==> src/rtl/controller_16bit.sv <==
// rtl/controller_16bit.sv - step/opcode decoder for the 16-bit RISC CPU control unit
// Outputs are combinational from step, opcode and flags; only the halt flag is stored.
module controller_16bit (
  input  logic        CLK,
  input  logic        rst,
  input  logic        E,
  input  logic        WR_RAM_E,
  input  logic [2:0]  timer,
  input  logic [24:0] OP,
  input  logic        Z,
  input  logic        C,
  input  logic        N,
  input  logic        V,
  output logic        IR_E,
  output logic        PC_E,
  output logic        RD_E,
  output logic        RAM_E,
  output logic        REG_E,
  output logic        ALU_E,
  output logic        PSW_E,
  output logic        WB_E,
  output logic        OUT_E,
  output logic [4:0]  Op,
  output logic        C_flag,
  output logic        ctrl_PC,
  output logic        ctrl_WD,
  output logic        ctrl_RA,
  output logic        ctrl_A,
  output logic        ctrl_ALU,
  output logic [1:0]  ctrl_B,
  output logic [1:0]  ctrl_WA,
  output logic [1:0]  ctrl_WR,
  output logic        timer_rst_n,
  output logic        timer_E,
  output logic        done
);

  localparam logic [4:0] I_ADD = 5'd1;
  localparam logic [4:0] I_ADC = 5'd2;
  localparam logic [4:0] I_SBB = 5'd4;
  localparam logic [4:0] I_INC = 5'd11;
  localparam logic [4:0] I_DEC = 5'd12;
  localparam logic [4:0] I_CMP = 5'd13;
  localparam logic [4:0] I_MOV = 5'd14;
  localparam logic [4:0] I_LDI = 5'd15;
  localparam logic [4:0] I_LD  = 5'd16;
  localparam logic [4:0] I_ST  = 5'd17;
  localparam logic [4:0] I_JMP = 5'd18;
  localparam logic [4:0] I_JZ  = 5'd19;
  localparam logic [4:0] I_JC  = 5'd20;
  localparam logic [4:0] I_JN  = 5'd21;
  localparam logic [4:0] I_JV  = 5'd22;
  localparam logic [4:0] I_OUT = 5'd23;
  localparam logic [4:0] I_HLT = 5'd24;

  logic       halted;
  logic       run;
  logic [4:0] idx;
  logic       is_alu;

  // Lowest set bit wins; an all-zero opcode falls through to NOP (index 0).
  always_comb begin
    idx = '0;
    for (int i = 24; i >= 0; i--) begin
      if (OP[i]) idx = 5'(i);
    end
  end

  assign run    = !rst && E && !halted && !WR_RAM_E;
  assign is_alu = (idx >= I_ADD) && (idx <= I_CMP);
  assign done   = halted;

  always_ff @(posedge CLK) begin
    if (rst) begin
      halted <= 1'b0;
    end else if (run && timer == 3'd3 && idx == I_HLT) begin
      halted <= 1'b1;
    end
  end

  always_comb begin
    IR_E        = 1'b0;
    PC_E        = 1'b0;
    RD_E        = 1'b0;
    RAM_E       = 1'b0;
    REG_E       = 1'b0;
    ALU_E       = 1'b0;
    PSW_E       = 1'b0;
    WB_E        = 1'b0;
    OUT_E       = 1'b0;
    Op          = 5'd0;
    C_flag      = 1'b0;
    ctrl_PC     = 1'b0;
    ctrl_WD     = 1'b0;
    ctrl_RA     = 1'b0;
    ctrl_A      = 1'b0;
    ctrl_ALU    = 1'b0;
    ctrl_B      = 2'b00;
    ctrl_WA     = 2'b00;
    ctrl_WR     = 2'b00;
    timer_rst_n = 1'b1;
    timer_E     = 1'b0;

    if (run) begin
      case (timer)
        3'd0: begin
          RD_E    = 1'b1;
          timer_E = 1'b1;
        end
        3'd1: begin
          IR_E    = 1'b1;
          PC_E    = 1'b1;
          timer_E = 1'b1;
        end
        3'd2: begin
          REG_E   = 1'b1;
          timer_E = 1'b1;
        end
        3'd3: begin
          timer_E = 1'b1;
          if (is_alu) begin
            ALU_E  = 1'b1;
            PSW_E  = 1'b1;
            Op     = idx;
            C_flag = (idx == I_ADC || idx == I_SBB) ? C : 1'b0;
            if (idx == I_INC || idx == I_DEC) ctrl_B = 2'b10;
          end
          // Moves go through the ALU as pass-B without touching the flags.
          case (idx)
            I_MOV: begin
              ALU_E    = 1'b1;
              ctrl_ALU = 1'b1;
            end
            I_LDI: begin
              ALU_E    = 1'b1;
              ctrl_ALU = 1'b1;
              ctrl_B   = 2'b01;
            end
            I_LD: begin
              RD_E    = 1'b1;
              ctrl_WA = 2'b01;
            end
            I_ST: begin
              RAM_E   = 1'b1;
              ctrl_WA = 2'b01;
              ctrl_RA = 1'b1;
            end
            I_JMP: begin
              PC_E    = 1'b1;
              ctrl_PC = 1'b1;
            end
            I_JZ, I_JC, I_JN, I_JV: begin
              if ((idx == I_JZ && Z) || (idx == I_JC && C) ||
                  (idx == I_JN && N) || (idx == I_JV && V)) begin
                PC_E    = 1'b1;
                ctrl_PC = 1'b1;
              end
            end
            I_OUT:   OUT_E = 1'b1;
            default: ;
          endcase
        end
        3'd4: begin
          timer_rst_n = 1'b0;
          WB_E        = (idx >= I_ADD && idx <= I_DEC) || idx == I_MOV ||
                        idx == I_LDI || idx == I_LD;
          ctrl_WD     = (idx == I_LD);
        end
        default: timer_rst_n = 1'b0;
      endcase
    end

    if (rst || halted) timer_rst_n = 1'b0;

    if (WR_RAM_E) begin
      RAM_E       = 1'b1;
      ctrl_WA     = 2'b01;
      timer_rst_n = 1'b0;
    end
  end

endmodule

==> config.mk <==
export PLATFORM = sky130hd
export DESIGN_NAME = controller_16bit
export DESIGN_NICKNAME = d
export VERILOG_FILES = /design/src/rtl/controller_16bit.sv
export SDC_FILE = /design/constraint.sdc
export NUM_CORES = 1
export LEC_CHECK = 0
export ABC_AREA = 1
export BUFFER_PORTS_ARGS = -buffer_cell sky130_fd_sc_hd__buf_4
export CAP_MARGIN = 20
export CORE_UTILIZATION = 37
export CTS_CLUSTER_DIAMETER = 40
export CTS_CLUSTER_SIZE = 20
export DETAILED_ROUTE_END_ITERATION = 8
export GPL_TIMING_DRIVEN = 0
export HOLD_SLACK_MARGIN = 0.1
export MAX_ROUTING_LAYER = met4
export PLACE_DENSITY = 0.76
export SKIP_LAST_GASP = 1
export SLEW_MARGIN = 20
export SYNTH_ARGS = -nofsm -noshare
export SYNTH_HDL_FRONTEND = slang
export SYNTH_SLANG_ARGS = --single-unit
==> constraint.sdc <==
create_clock -name CLK -period 2.45 [get_ports CLK]
set_input_delay 0.49 -clock CLK [delete_from_list [all_inputs] [get_ports CLK]]
set_output_delay 0.49 -clock CLK [all_outputs]
set_load 0.02 [all_outputs]
# Word level (Yosys, flattened, before mapping)
# Cells that the tools add are included.
classes:
  order_cmp: 3
  eq_ne: 19
  muxes: 79
  n_reduce_logical: 28
op_table:
  columns: ["op", "n"]
  rows:
  - ["$mux 5", 28]
  - ["$eq 5x5->1 const B", 9]
  - ["$mux 1", 42]
  - ["$eq 5x4->1 const B", 4]
  - ["$mux 2", 6]
  - ["$logic_and 1x1->1", 11]
  - ["$le 5x4->1 const B", 2]
  - ["$logic_or 1x1->1", 9]
  - ["$reduce_or 4->1", 2]
  - ["$eq 3x2->1 const B", 2]
  - ["$pmux 1 s2", 3]
  - ["$eq 5x2->1 const B", 1]
  - ["$eq 5x3->1 const B", 1]
  - ["$ge 5x1->1 const B", 1]
  - ["$reduce_or 2->1", 2]
  - ["$eq 3x1->1 const B", 1]
  - ["$eq 3x3->1 const B", 1]
  - ["$logic_not 1->1", 3]
  - ["$logic_not 3->1", 1]
word_totals:
  regBits: 1
  in_bits: 36
  out_inout_bits: 29
  elab_cells: 130

# Depth between registers and ports, before layout
# Gate-level depths: netlist (run 1).
depth:
  ltp_word: 34
  mapped_depth: 29

# Least setup slack after synthesis (run 1)
# OpenSTA, ideal clock, no wires.
synth_timing:
  path_kind: "input port to output port"
  from: "in OP[20]"
  to: "out ctrl_B[0]"
  arrival_time_ps: 2281
  t_required_ps: 1960
  path_slack_ps: -321
  cell_stages: 15
  path_cell_list: "o311ai_1 nand3_1 nand3_1 nand2_1 nand2_1 nand2_1 nand2_1 a21oi_1 nor2_2 inv_1 nor2_1 inv_1 nor2_1 inv_1 nor2_1"
synth_between:
  elab_chain_len: 27
  elab_cells_between_ends: 29
  cone_classes: "2 x order compare; 1 x eq/ne; 25 x mux; 1 x reduce/logical"
synth_rtl:
  columns: ["element", "line", "source"]
  rows:
  - ["from (decl)", "9", "input logic [24:0] OP,"]
  - ["$mux 5 * (21 in series)", "65", "if (OP[i]) idx = 5'(i);"]
  - ["$ge 5x1->1 or $le 5x4->1 (tied branches)", "70", "assign is_alu = (idx >= I_ADD) && (idx <= I_CMP);"]
  - ["$logic_and 1x1->1", "70", null]
  - ["$mux 2", "121", "if (is_alu) begin"]
  - ["$mux 2 *", "129", "case (idx)"]
  - ["$mux 2 *", "105", "case (timer)"]
  - ["$mux 2 *", "104", "if (run) begin"]
  - ["to (decl)", "30", "output logic [1:0] ctrl_B,"]
# Every way passes the cells marked *; elsewhere a longest branch is shown, timed or not.

# Worst setup path in the final report (run 1)
layout_timing:
  from: "in OP[8]"
  to: "out WB_E"
layout_between:
  elab_chain_len: 16
  elab_cells_between_ends: 20
  cone_classes: "2 x order compare; 3 x eq/ne; 11 x mux; 4 x reduce/logical"
layout_rtl:
  columns: ["element", "line", "source"]
  rows:
  - ["$mux 5 * (9 in series)", "65", null]
  - ["$ge 5x1->1 or $le 5x4->1 (tied branches)", "165", "WB_E = (idx >= I_ADD && idx <= I_DEC) || idx == I_MOV ||"]
  - ["$logic_and 1x1->1", "165", null]
  - ["$logic_or 1x1->1 (2 in series)", "165", null]
  - ["$logic_or 1x1->1 *", "166", "idx == I_LDI || idx == I_LD;"]
  - ["$mux 1 *", "105", null]
  - ["$mux 1 *", "104", null]
  - ["to (decl)", "21", "output logic WB_E,"]
# Marks and branches as above.

==> results.env, run 1 <==
STATUS='complete, but fails checks'
FAILED_CHECKS='negative setup slack'
LAYOUT_WORST_PATH_CYCLE_SHARE=1.24
FMAX_MHz=329
SETUP.REG_TO_REG.WORST_SLACK_NS=0.76
FLOORPLAN.ROWS=17
HOLDPATHEND='done'
SYNTH_TOP_FAMILY_BY_AREA='simple AND/OR/NAND/NOR gates'
YS_TYPES=25
HOLD_PATH.STARTPOINT='done'
POWER.DENSITY_nW_PER_UM2=132
PRE_CTS_SLACK_NS=-0.576
SYNTH_SIMPLE_GATE_AREA_SHARE=0.657
TIMING_WORST_SETUP_PATH_TYPE='in -> out'
POST_ROUTE_CELLS_DRIVE_ABOVE_1_SHARE=0.442
TIMING.MAX_CAP.VIOLATIONS=0
GRT.OVERFLOW.TOTAL=0
CTS.HOLD.BUFFERS_ADDED=0
SYNTH_COMPOUND_AREA_FRAC=0.0781
WORST_SKEW_PAIR.LATE_LATENCY_NS=0
SYNTHXORXNORAREAFRAC=0
NUMBER_OF_ENDPOINTS_WITH_NEGATIVE_HOLD_SLACK_IN_THE_FINAL_REPORT=0
WORST_EP_REQUIRED_TIME_NS=1.96
GRT_MAX_DEGREE=11
NUMBER_OF_MAX_SLEW_VIOLATIONS_IN_THE_FINAL_REPORT=0
IO-PIN-COUNT=65
NUM_ANTENNA_CELLS=0
NUM_VIAS=1466
INITIAL_CORE_UTILIZATION=0.405
END_KIND='primary output'
FINAL_PERIOD_MINUS_WORST_SETUP_SLACK_NS=3.04
SYNTH_TOP_CELL_AREA_SHARE=0.214
SYNTH_ADDER_AREA_SHARE=0
POST_LAYOUT_NONFILLER_INSTANCES=304
HOLDWS_NS=0.498
WORST-PATH-MAX-FANOUT=4
CRIT_PATH_START_KIND='input port'
SYNTH-MAIN-FF-CELL='sky130_fd_sc_hd__dfxtp_1'
SYNTHMOSTINSTANTIATEDCELL='sky130_fd_sc_hd__nand2_1'
TIMING.HOLD.WORST_PATH_DEPTH=2
WORSTHOLDPATHTYPE='reg -> reg'
RR_ENDPOINT='done'
DETAIL-ROUTE-ANTENNA-NETS=0
FINAL_UTIL=0.809
R2R_START='done'
SYNTH_EDF_COUNT=0
YOSYS_WARNINGS=0
GP_ROUTABILITY_CONGESTION=0.811
DRT-VIAS-PER-INSTANCE=4.82
NUMPORTBUFFERS=59
ASYNC_RESET_FF_FRAC=0
WL_UM=3530
DRT-PASS1-ITER-COUNT=4
GRT_ANTENNA_BEFORE_REPAIR=0
RSZ0062_AT_GRT='yes'
SYNTH.CELL_AREA_UM2=930
DIE_HEIGHT_UM=52.1
SETUP_WS_NS=-0.591
FIRST_PASS_GRT_WIRE_LENGTH_UM=5010
SYN2LAYOUT_AREA_GROWTH_PCT=100
FIRST_GLOBAL_VIAS=1217
FIN_NETS=314
SYNTH-SEQ-AREA-SHARE=0.0215
CP.ARRIVAL_NS=2.55
CLOCK-SKEW-FINAL_NS=0
DIEWIDTH_UM=52.1
PLACEDCELLCOUNT=290
WORST_R2R_PATH_DEPTH=7
LARGEST_REGISTER_FF_COUNT=1
CLK_PIN_SLEW_NS=0
GRT_USAGE=0.236
REPORT.FINAL.SETUP_VIOL=19
DESIGN.DIE.AREA_UM2=2720
SYN_AVG_CELL_AREA_UM2=4.67
COUNT_OF_UNRESOLVED_DRC_VIOLATIONS_AFTER_ROUTING=0
IRDROPWORSTVDD_mV=0.0951
YOSYS_REGISTER_BITS=1
SYNTH_TOP_CELLS_BY_AREA='sky130_fd_sc_hd__nand2_1, sky130_fd_sc_hd__inv_1, sky130_fd_sc_hd__nor2_1, sky130_fd_sc_hd__nand3_1, sky130_fd_sc_hd__nand4_1'
SYNTHMUXAREASHARE=0
LEAKAGE_nW=1.01
SYNTH_COMMON_CELLS='sky130_fd_sc_hd__nand2_1, sky130_fd_sc_hd__inv_1, sky130_fd_sc_hd__nor2_1'
CORE_AREA_UM2=2300
NETLIST.TOP_CELL.BY_AREA='sky130_fd_sc_hd__nand2_1'
SYNTHCELLS=199
ROUTED_WIRE_LENGTH_PER_INSTANCE_UM=11.6
DP.FINAL_HPWL_UM=2160
DRT_FIRST_ITER_VIOLATIONS=35
[where the power goes]
group	switching, mW	leakage, nW	internal (mW)
sequential	0.0000000000328	0.00805	0.0166
clock	0	0	0
combinational	0.116	0.999	0.112
[cell usage in the layout (no fill, tap or decap), types with 2 or more instances in the layout]
cell type                 count
sky130_fd_sc_hd__a21oi_1      3
sky130_fd_sc_hd__a21oi_4      2
sky130_fd_sc_hd__buf_12       2
sky130_fd_sc_hd__buf_4       56
sky130_fd_sc_hd__buf_6       19
sky130_fd_sc_hd__buf_8        2
sky130_fd_sc_hd__conb_1       5
sky130_fd_sc_hd__inv_1       40
sky130_fd_sc_hd__inv_2        2
sky130_fd_sc_hd__nand2_1     48
sky130_fd_sc_hd__nand2_2      5
sky130_fd_sc_hd__nand2_4      3
sky130_fd_sc_hd__nand3_1     12
sky130_fd_sc_hd__nand3_2      7
sky130_fd_sc_hd__nand4_1      9
sky130_fd_sc_hd__nor2_1      27
sky130_fd_sc_hd__nor2_2       5
sky130_fd_sc_hd__nor2_4      10
sky130_fd_sc_hd__nor3_1       3
[area by class of cell]
class                      instances  area [um^2]
sequential                         1         20.0
inverter                          44          175
multi-input combinational        151          897
timing repair buffer              73          663
tap                               28         35.0
fill                             159          438
buffer                             7         68.8
[per-stage QoR]
stage | instance area (um^2) | power (mW) | TNS [ns]
finish | 1860 | 0.245 | -8.06
global route | 1860 | 0.265 | -13.40
CTS | 1760 | 0.220 | -7.06
detailed placement | 1540 | 0.184 | -8.43
global placement | 1540 | 0.184 | -8.18
floorplan | 1060 | 0.115 | -1.29
[kinds of logic after synthesis]
group                  Yosys count
flip-flops                       1
other                            1
AO/OA/AOI/OAI                   11
AND/OR/NAND/NOR                135
buffers and inverters           51
[worst max-delay path by stage]
stage                start  cells after the start         to
global placement    OP[22]                     29  ctrl_B[1]
finish               OP[8]                     15       WB_E
floorplan           OP[22]                     27  ctrl_B[1]
detailed placement  OP[22]                     29  ctrl_B[1]
global route        OP[21]                     30       WB_E
CTS                 OP[22]                     29  ctrl_B[1]
[worst max-delay path, cell delays in order]
cell and delay [ns]:
sky130_fd_sc_hd__buf_4 0.12, sky130_fd_sc_hd__nor2_1 0.15, sky130_fd_sc_hd__nand2_1 0.10, sky130_fd_sc_hd__nor2_1 0.24, sky130_fd_sc_hd__nand2_1 0.14, sky130_fd_sc_hd__nand2_1 0.15
sky130_fd_sc_hd__inv_1 0.11, sky130_fd_sc_hd__nor2_2 0.25, sky130_fd_sc_hd__inv_1 0.17, sky130_fd_sc_hd__nor2_1 0.18, sky130_fd_sc_hd__nand3_2 0.09, sky130_fd_sc_hd__nand2_1 0.08
sky130_fd_sc_hd__nor2_2 0.05, sky130_fd_sc_hd__nor2_2 0.10, sky130_fd_sc_hd__buf_6 0.13
[what timing repair did]
| item | in CTS | in global routing |
|---|---|---|
| pin swaps | 13 | 11 |
| setup buffers | 9 | 4 |
| endpoints found under the setup margin | 19 | 19 |
| cloned | 1 | 0 |
| gates resized for setup | 34 | 14 |
[layer usage]
metal | routed length [um] | track usage | part of all wire
met4 | 97 | 0 | 0.027
met3 | 187 | 0 | 0.053
met1 | 1450 | 0.320 | 0.41
met2 | 1800 | 0.419 | 0.51
met5 | 0 | - | 0
(Power assumes the default switching activity.)
==> inputs of run 2 (changes only) <==
--- a/config.mk
+++ b/config.mk
@@ -5,10 +5,9 @@
 export SDC_FILE = /design/constraint.sdc
 export NUM_CORES = 1
 export LEC_CHECK = 0
-export ABC_AREA = 1
 export BUFFER_PORTS_ARGS = -buffer_cell sky130_fd_sc_hd__buf_4
 export CAP_MARGIN = 20
-export CORE_UTILIZATION = 37
+export CORE_UTILIZATION = 35
 export CTS_CLUSTER_DIAMETER = 40
 export CTS_CLUSTER_SIZE = 20
 export DETAILED_ROUTE_END_ITERATION = 8
==> run 2 against run 1 <==
The run still ends with negative setup slack left. Core utilization up 10 points. Combinational power is 5% higher. Worst hold slack better by 0.11 ns. Area after synthesis fell by 15%. Register-to-register slack is essentially flat. Die area decreased by 9.3%. Sequential share of layout area about the same. Global-route usage up 8.1 points. Critical path type unchanged. Largest cell class unchanged.
==> results.env, run 2 <==
PWR-SHARE-SEQ=0.065
SYNTHMOSTINSTANTIATEDCELL='sky130_fd_sc_hd__nor2_1'
CP.ARRIVAL_NS=2.34
DRT-PASS1-ITER-COUNT=4
POST_LAYOUT_NONFILLER_INSTANCES=237
CP_SLOWEST_CELL='sky130_fd_sc_hd__nor4_4'
DIEWIDTH_UM=49.6
SHARE_CLK_OF_TOTAL_POWER=0
LARGEST_REGISTER_FF_COUNT=1
FIRST_PASS_GRT_WIRE_LENGTH_UM=5980
CTS.HOLD.BUFFERS_ADDED=0
CRITPATHMOSTFREQUENTCELL='sky130_fd_sc_hd__buf_4'
GRT_MAX_DEGREE=9
SYNTH_TOP_CELL_AREA_SHARE=0.104
FIN_NETS=248
FILLER_CELL_COUNT=82
CRITICAL-PATH-MAX-STAGE-DELAY_NS=0.34
GRT_USAGE=0.318
NUMBER_OF_ENDPOINTS_WITH_NEGATIVE_HOLD_SLACK_IN_THE_FINAL_REPORT=0
CP_CELL_SEQUENCE='buf_4 > nor4_4 > nand3_1 > buf_4 > buf_4 > nor3_1 > and3_4 > o21ai_1 > a21oi_2 > buf_4'
WORST_EP_REQUIRED_TIME_NS=1.96
SYNTH.CELL_AREA_UM2=795
FLOORPLAN.ROWS=16
POWER.SHARE.SWITCHING=0.475
RSZ0062_AT_GRT='yes'
RR_ENDPOINT='done'
SYNTH_COMMON_CELLS='sky130_fd_sc_hd__nor2_1, sky130_fd_sc_hd__a21oi_1, sky130_fd_sc_hd__inv_1, sky130_fd_sc_hd__nand2_1, sky130_fd_sc_hd__nor3_1'
DRT-VIAS-PER-INSTANCE=5.98
CRIT_PATH_START_KIND='input port'
MOST_USED_CELLS_IN_THE_LAYOUT_EXCLUDING_FILL_AND_TAP_CELLS='sky130_fd_sc_hd__buf_4, sky130_fd_sc_hd__buf_6, sky130_fd_sc_hd__nor2_1'
POWER.DENSITY_nW_PER_UM2=138
SYN2LAYOUT_AREA_GROWTH_PCT=134
CRITICAL_PATH.ENDPOINT='WB_E'
DESIGN.DIE.AREA_UM2=2460
YOSYS_REGISTER_BITS=1
REPORT.FINAL.SETUP_VIOL=19
IO-PIN-COUNT=65
WORST-PATH-MAX-FANOUT=3
SETUP_WS_NS=-0.381
COUNT_OF_UNRESOLVED_DRC_VIOLATIONS_AFTER_ROUTING=0
POST_ROUTE_CELLS_DRIVE_ABOVE_1_SHARE=0.681
DP.FINAL_HPWL_UM=2080
NETLIST.TOP_CELL.BY_AREA='sky130_fd_sc_hd__nor2_1'
NUMPORTBUFFERS=59
SYNTH_TOP_CELLS_BY_AREA='sky130_fd_sc_hd__nor2_1, sky130_fd_sc_hd__nor4_4, sky130_fd_sc_hd__a21oi_1, sky130_fd_sc_hd__buf_4, sky130_fd_sc_hd__or3_1'
R2R_START='done'
YOSYS_WARNINGS=0
CLK_PIN_SLEW_NS=0
IRDROPWORSTVDD_mV=0.137
SETUP.REG_TO_REG.WORST_SLACK_NS=0.76
TIMING.HOLD.WORST_PATH_DEPTH=2
LAYOUT_WORST_PATH_CYCLE_SHARE=1.16
ROUTED_WIRE_LENGTH_PER_INSTANCE_UM=19.2
NUM_ANTENNA_CELLS=0
WORSTHOLDPATHTYPE='reg -> reg'
TNS_NS=-5.69
PLACEDCELLCOUNT=213
LAYOUT_COMMONEST_CELL='sky130_fd_sc_hd__buf_4'
SYNTH-MAIN-FF-CELL='sky130_fd_sc_hd__dfxtp_1'
GRT.OVERFLOW.TOTAL=0
SYN_AVG_CELL_AREA_UM2=6.46
FIN_AREA_UM2=1860
YS_TYPES=45
TIMING.CRITICAL_PATH.FROM='OP[9]'
SWITCHINGPOWER_uW=122
GRT_ANTENNA_BEFORE_REPAIR=0
WL_UM=4550
STATUS='complete, but fails checks'
DRT_FIRST_ITER_VIOLATIONS=38
END_KIND='primary output'
GP_ROUTABILITY_CONGESTION=0.895
INITIAL_CORE_UTILIZATION=0.389
SYNTH_EDF_COUNT=0
FIRST_GLOBAL_VIAS=1264
CORE_AREA_UM2=2040
DETAIL-ROUTE-ANTENNA-NETS=0
TIMING.MAX_CAP.VIOLATIONS=0
DIE_HEIGHT_UM=49.6
NUM_VIAS=1417
FINAL_PERIOD_MINUS_WORST_SETUP_SLACK_NS=2.83
FAILED_CHECKS='negative setup slack'
SYNTH-SEQ-AREA-SHARE=0.0252
DETAILED_PLACE.AREA_UM2=1380
WORST_R2R_PATH_DEPTH=6
FMAX_MHz=353
WORST_SKEW_PAIR.LATE_LATENCY_NS=0
LEAKAGE_nW=0.823
CLOCK-SKEW-FINAL_NS=0
ASYNC_RESET_FF_FRAC=0
TIMING_WORST_SETUP_PATH_TYPE='in -> out'
NUMBER_OF_MAX_SLEW_VIOLATIONS_IN_THE_FINAL_REPORT=0
SYNTHCELLS=123
CELL_INTERNAL_PWR_uW=135
COMBPWRFRAC=0.935
[run 2: logic make-up (layout without fill, tap and decap cells)]
| kind of cell | Yosys count | in the layout | share of synthesized area |
|---|---|---|---|
| compound gates | 28 | 28 | 0.269 |
| xor+xnor | 1 | 1 | 0.0110 |
| buf+inv | 15 | 98 | 0.106 |
| flops | 1 | 1 | 0.0252 |
| other cells | 1 | 5 | 0.00472 |
| simple gates | 77 | 77 | 0.584 |
[run 2: critical path, delay by kind of cell]
| kind | cells | cell delay, ns |
|---|---|---|
| AND/OR/NAND/NOR | 4 | 1.07 |
| AO/OA/AOI/OAI | 2 | 0.21 |
| buffers and inverters | 4 | 0.56 |
[run 2: how the worst min path moves through the flow]
stage,from,to,slack (ns)
5_1_grt,done,done,0.65
3_3_place_gp,done,done,0.50
4_1_cts,done,done,0.54
3_5_place_dp,done,done,0.53
2_1_floorplan,rst,done,0.56
6_report,done,done,0.61
[run 2: power groups by stage]
| stage | logic (mW) | registers, mW | clock network (mW) |
|---|---|---|---|
| final | 0.240 | 0.0166 | 0 |
| after detailed placement | 0.156 | 0.0166 | 0 |
| after global placement | 0.153 | 0.0166 | 0 |
| after floorplan | 0.0782 | 0.0166 | 0 |
| after CTS | 0.200 | 0.0166 | 0 |
| after global routing | 0.249 | 0.0166 | 0 |
[run 2: cell type report]
class / count / area [um^2] / share of cell area
timing repair buffer: 84 / 741 / 0.398
sequential: 1 / 20.0 / 0.0108
multi-input combinational: 111 / 987 / 0.531
tap: 27 / 33.8 / 0.0182
buffer: 6 / 48.8 / 0.0262
inverter: 8 / 30.0 / 0.0161
[run 2: per-stage QoR]
stage | power (mW) | worst slack (ns) | utilization | hold WS, ns
floorplan | 0.0948 | -0.189 | - | 0.562
global placement | 0.170 | -0.490 | 0.673 | 0.503
detailed placement | 0.173 | -0.500 | 0.673 | 0.526
CTS | 0.217 | -0.311 | 0.851 | 0.537
global route | 0.265 | -0.429 | 0.911 | 0.646
finish | 0.257 | -0.381 | 0.911 | 0.608
[run 2: per-layer routing]
layer  vias up  global-route usage  wire, um
met3        22              0.0370       334
met5         -                   -         0
li1        618                   -         -
met1       667               0.349      1640
met2       110               0.583      2390
met4         0               0.110       192
[run 2: timing repair]
item	4_1_cts	5_1_grt
buffers inserted	17	8
pin swaps	26	20
endpoints found under the setup margin	19	19
gates resized for setup	50	10
==> inputs of run 3 (changes only) <==
--- a/config.mk
+++ b/config.mk
@@ -5,16 +5,15 @@
 export SDC_FILE = /design/constraint.sdc
 export NUM_CORES = 1
 export LEC_CHECK = 0
-export BUFFER_PORTS_ARGS = -buffer_cell sky130_fd_sc_hd__buf_4
 export CAP_MARGIN = 20
-export CORE_UTILIZATION = 35
+export CORE_UTILIZATION = 45
 export CTS_CLUSTER_DIAMETER = 40
 export CTS_CLUSTER_SIZE = 20
 export DETAILED_ROUTE_END_ITERATION = 8
+export DONT_BUFFER_PORTS = 1
 export GPL_TIMING_DRIVEN = 0
 export HOLD_SLACK_MARGIN = 0.1
 export MAX_ROUTING_LAYER = met4
-export PLACE_DENSITY = 0.76
 export SKIP_LAST_GASP = 1
 export SLEW_MARGIN = 20
 export SYNTH_ARGS = -nofsm -noshare
==> run 3 against run 2 <==
The flow finishes with violations (design-rule violations, negative setup slack). Final area down 33%. Register-to-register slack got worse by 0.26 ns. Clock skew stayed put. Largest cell class unchanged. Largest power group unchanged.
==> results.env, run 3 (synthesis results as in run 2) <==
TIMING_WORST_SETUP_PATH_TYPE='in -> out'
WORST_SKEW_PAIR.LATE_LATENCY_NS=0
CLOCK-SKEW-FINAL_NS=0
DRT_FIRST_ITER_VIOLATIONS=23
DRT-VIAS-PER-INSTANCE=6.23
DRT-PASS1-ITER-COUNT=6
HOLDWS_NS=0.564
NUM_ANTENNA_CELLS=0
GRT_MET1_USE=0.340
TIMING.MAX_CAP.VIOLATIONS=0
GRT_ANTENNA_BEFORE_REPAIR=0
DESIGN.DIE.AREA_UM2=1940
CLK_PIN_SLEW_NS=0
COUNT_OF_UNRESOLVED_DRC_VIOLATIONS_AFTER_ROUTING=4
NUMBER_OF_ENDPOINTS_WITH_NEGATIVE_HOLD_SLACK_IN_THE_FINAL_REPORT=0
END_KIND='primary output'
POWER.DENSITY_nW_PER_UM2=112
FMAX_MHz=372
FIRST_PASS_GRT_WIRE_LENGTH_UM=3530
CORE_AREA_UM2=1580
CRITICAL_PATH.ENDPOINT='Op[1]'
WL_UM=2580
LEAKAGE_nW=0.437
GLOBALROUTE.BUSIESTLAYER='met2'
SETUP.REG_TO_REG.WORST_SLACK_NS=0.50
ROUTED_WIRE_LENGTH_PER_INSTANCE_UM=16.3
GP_ROUTABILITY_CONGESTION=0.789
DIEWIDTH_UM=44.0
FINAL_PERIOD_MINUS_WORST_SETUP_SLACK_NS=2.68
SYN2LAYOUT_AREA_GROWTH_PCT=56.4
REPORT.FINAL.SETUP_VIOL=19
R2R_START='done'
NUMBER_OF_MAX_SLEW_VIOLATIONS_IN_THE_FINAL_REPORT=0
LAYOUT_WORST_PATH_CYCLE_SHARE=1.10
CP_CELL_SEQUENCE='or4_4 > o21bai_4 > a31oi_4 > and2_4 > nand3_4 > o211ai_4 > nor2_2'
GRTUSAGEMET3=0.0204
GRT_USAGE=0.240
CP_SLOWEST_CELL='sky130_fd_sc_hd__or4_4'
WORST_SLEW_MARGIN_REL=0.641
STATUS='complete, but fails checks'
CRITICAL-PATH-MAX-STAGE-DELAY_NS=0.54
LAYOUT_COMMONEST_CELL='sky130_fd_sc_hd__buf_4'
FLOORPLAN.ROWS=14
FINAL_UTIL=0.788
WORST_R2R_PATH_DEPTH=7
CP.ARRIVAL_NS=2.19
GRT_MAX_DEGREE=11
TNS_NS=-3.41
FIRST_GLOBAL_VIAS=845
RR_ENDPOINT='done'
DP.FINAL_HPWL_UM=1730
WORSTHOLDPATHTYPE='in -> reg'
PLACEDCELLCOUNT=143
TIMING.CRITICAL_PATH.FROM='OP[15]'
RSZ0062_AT_GRT='yes'
GRT.OVERFLOW.TOTAL=0
FAILED_CHECKS='design-rule violations, negative setup slack'
NUMPORTBUFFERS=0
IRDROPWORSTVDD_mV=0.116
NUM_VIAS=985
CRIT_PATH_START_KIND='input port'
POST_LAYOUT_NONFILLER_INSTANCES=158
DIE_HEIGHT_UM=44.0
MOST_USED_CELLS_IN_THE_LAYOUT_EXCLUDING_FILL_AND_TAP_CELLS='sky130_fd_sc_hd__buf_4, sky130_fd_sc_hd__nor2_1, sky130_fd_sc_hd__nand2_1, sky130_fd_sc_hd__inv_1, sky130_fd_sc_hd__a21oi_1'
LARGEST_REGISTER_FF_COUNT=1
FIN_NETS=180
ROUTING_USAGE_ON_MET2=0.397
IO-PIN-COUNT=65
TIMING_WORST_SLEW_PIN_VALUE_NS=0.534
SETUP_WS_NS=-0.235
WORST-PATH-MAX-FANOUT=8
FINALPOWER_uW=140
DETAIL-ROUTE-ANTENNA-NETS=0
INITIAL_CORE_UTILIZATION=0.504
WORST_EP_REQUIRED_TIME_NS=1.96
POST_ROUTE_CELLS_DRIVE_ABOVE_1_SHARE=0.521
[run 3: worst min-delay path by stage]
| stage | startpoint | end | slack (ns) | cells after the start |
|---|---|---|---|---|
| final | rst | done | 0.56 | 1 |
| after CTS | rst | done | 0.57 | 1 |
| after global placement | rst | done | 0.56 | 1 |
| after global routing | rst | done | 0.57 | 1 |
| after detailed placement | rst | done | 0.57 | 1 |
| after floorplan | rst | done | 0.56 | 1 |
[run 3: timing repair]
item / CTS / global route
endpoints found under the hold margin: 0 / 0
resized for setup: 26 / 13
buffers inserted: 6 / 9
hold buffers: 0 / 0
cloned: 0 / 0
pin swaps: 16 / 15
setup endpoints to repair: 19 / 19
[run 3: area by class of cell]
| cell class | instances | area (um^2) |
|---|---|---|
| inverter | 8 | 32.5 |
| tap | 16 | 20.0 |
| timing repair buffer | 15 | 120 |
| sequential | 1 | 20.0 |
| multi-input combinational | 111 | 996 |
| buffer | 7 | 53.8 |
| fill | 117 | 334 |
[run 3: routing by layer]
| metal | share of wire | vias to the layer above |
|---|---|---|
| met5 | 0 | - |
| met4 | 0.0066 | 0 |
| met3 | 0.080 | 2 |
| met2 | 0.49 | 49 |
| met1 | 0.43 | 452 |
| li1 | - | 482 |
[run 3: stage by stage]
stage / setup slack, ns / instance area [um^2]
after floorplan: -0.189 / 898
after global placement: -0.381 / 918
after detailed placement: -0.380 / 918
after CTS: -0.224 / 1110
after global routing: -0.300 / 1240
final: -0.235 / 1240
[run 3: worst max-delay path, delay by kind of cell]
| family | cells | cell delay, ns |
|---|---|---|
| AOI/OAI and AO/OA | 3 | 0.66 |
| and+or+nand+nor | 4 | 1.04 |
[run 3: power breakdown]
group | switching, mW | leakage (nW) | internal (mW) | total (mW)
logic | 0.0679 | 0.429 | 0.0551 | 0.123
registers | 0.000000000108 | 0.00805 | 0.0166 | 0.0166
clock network | 0 | 0 | 0 | 0
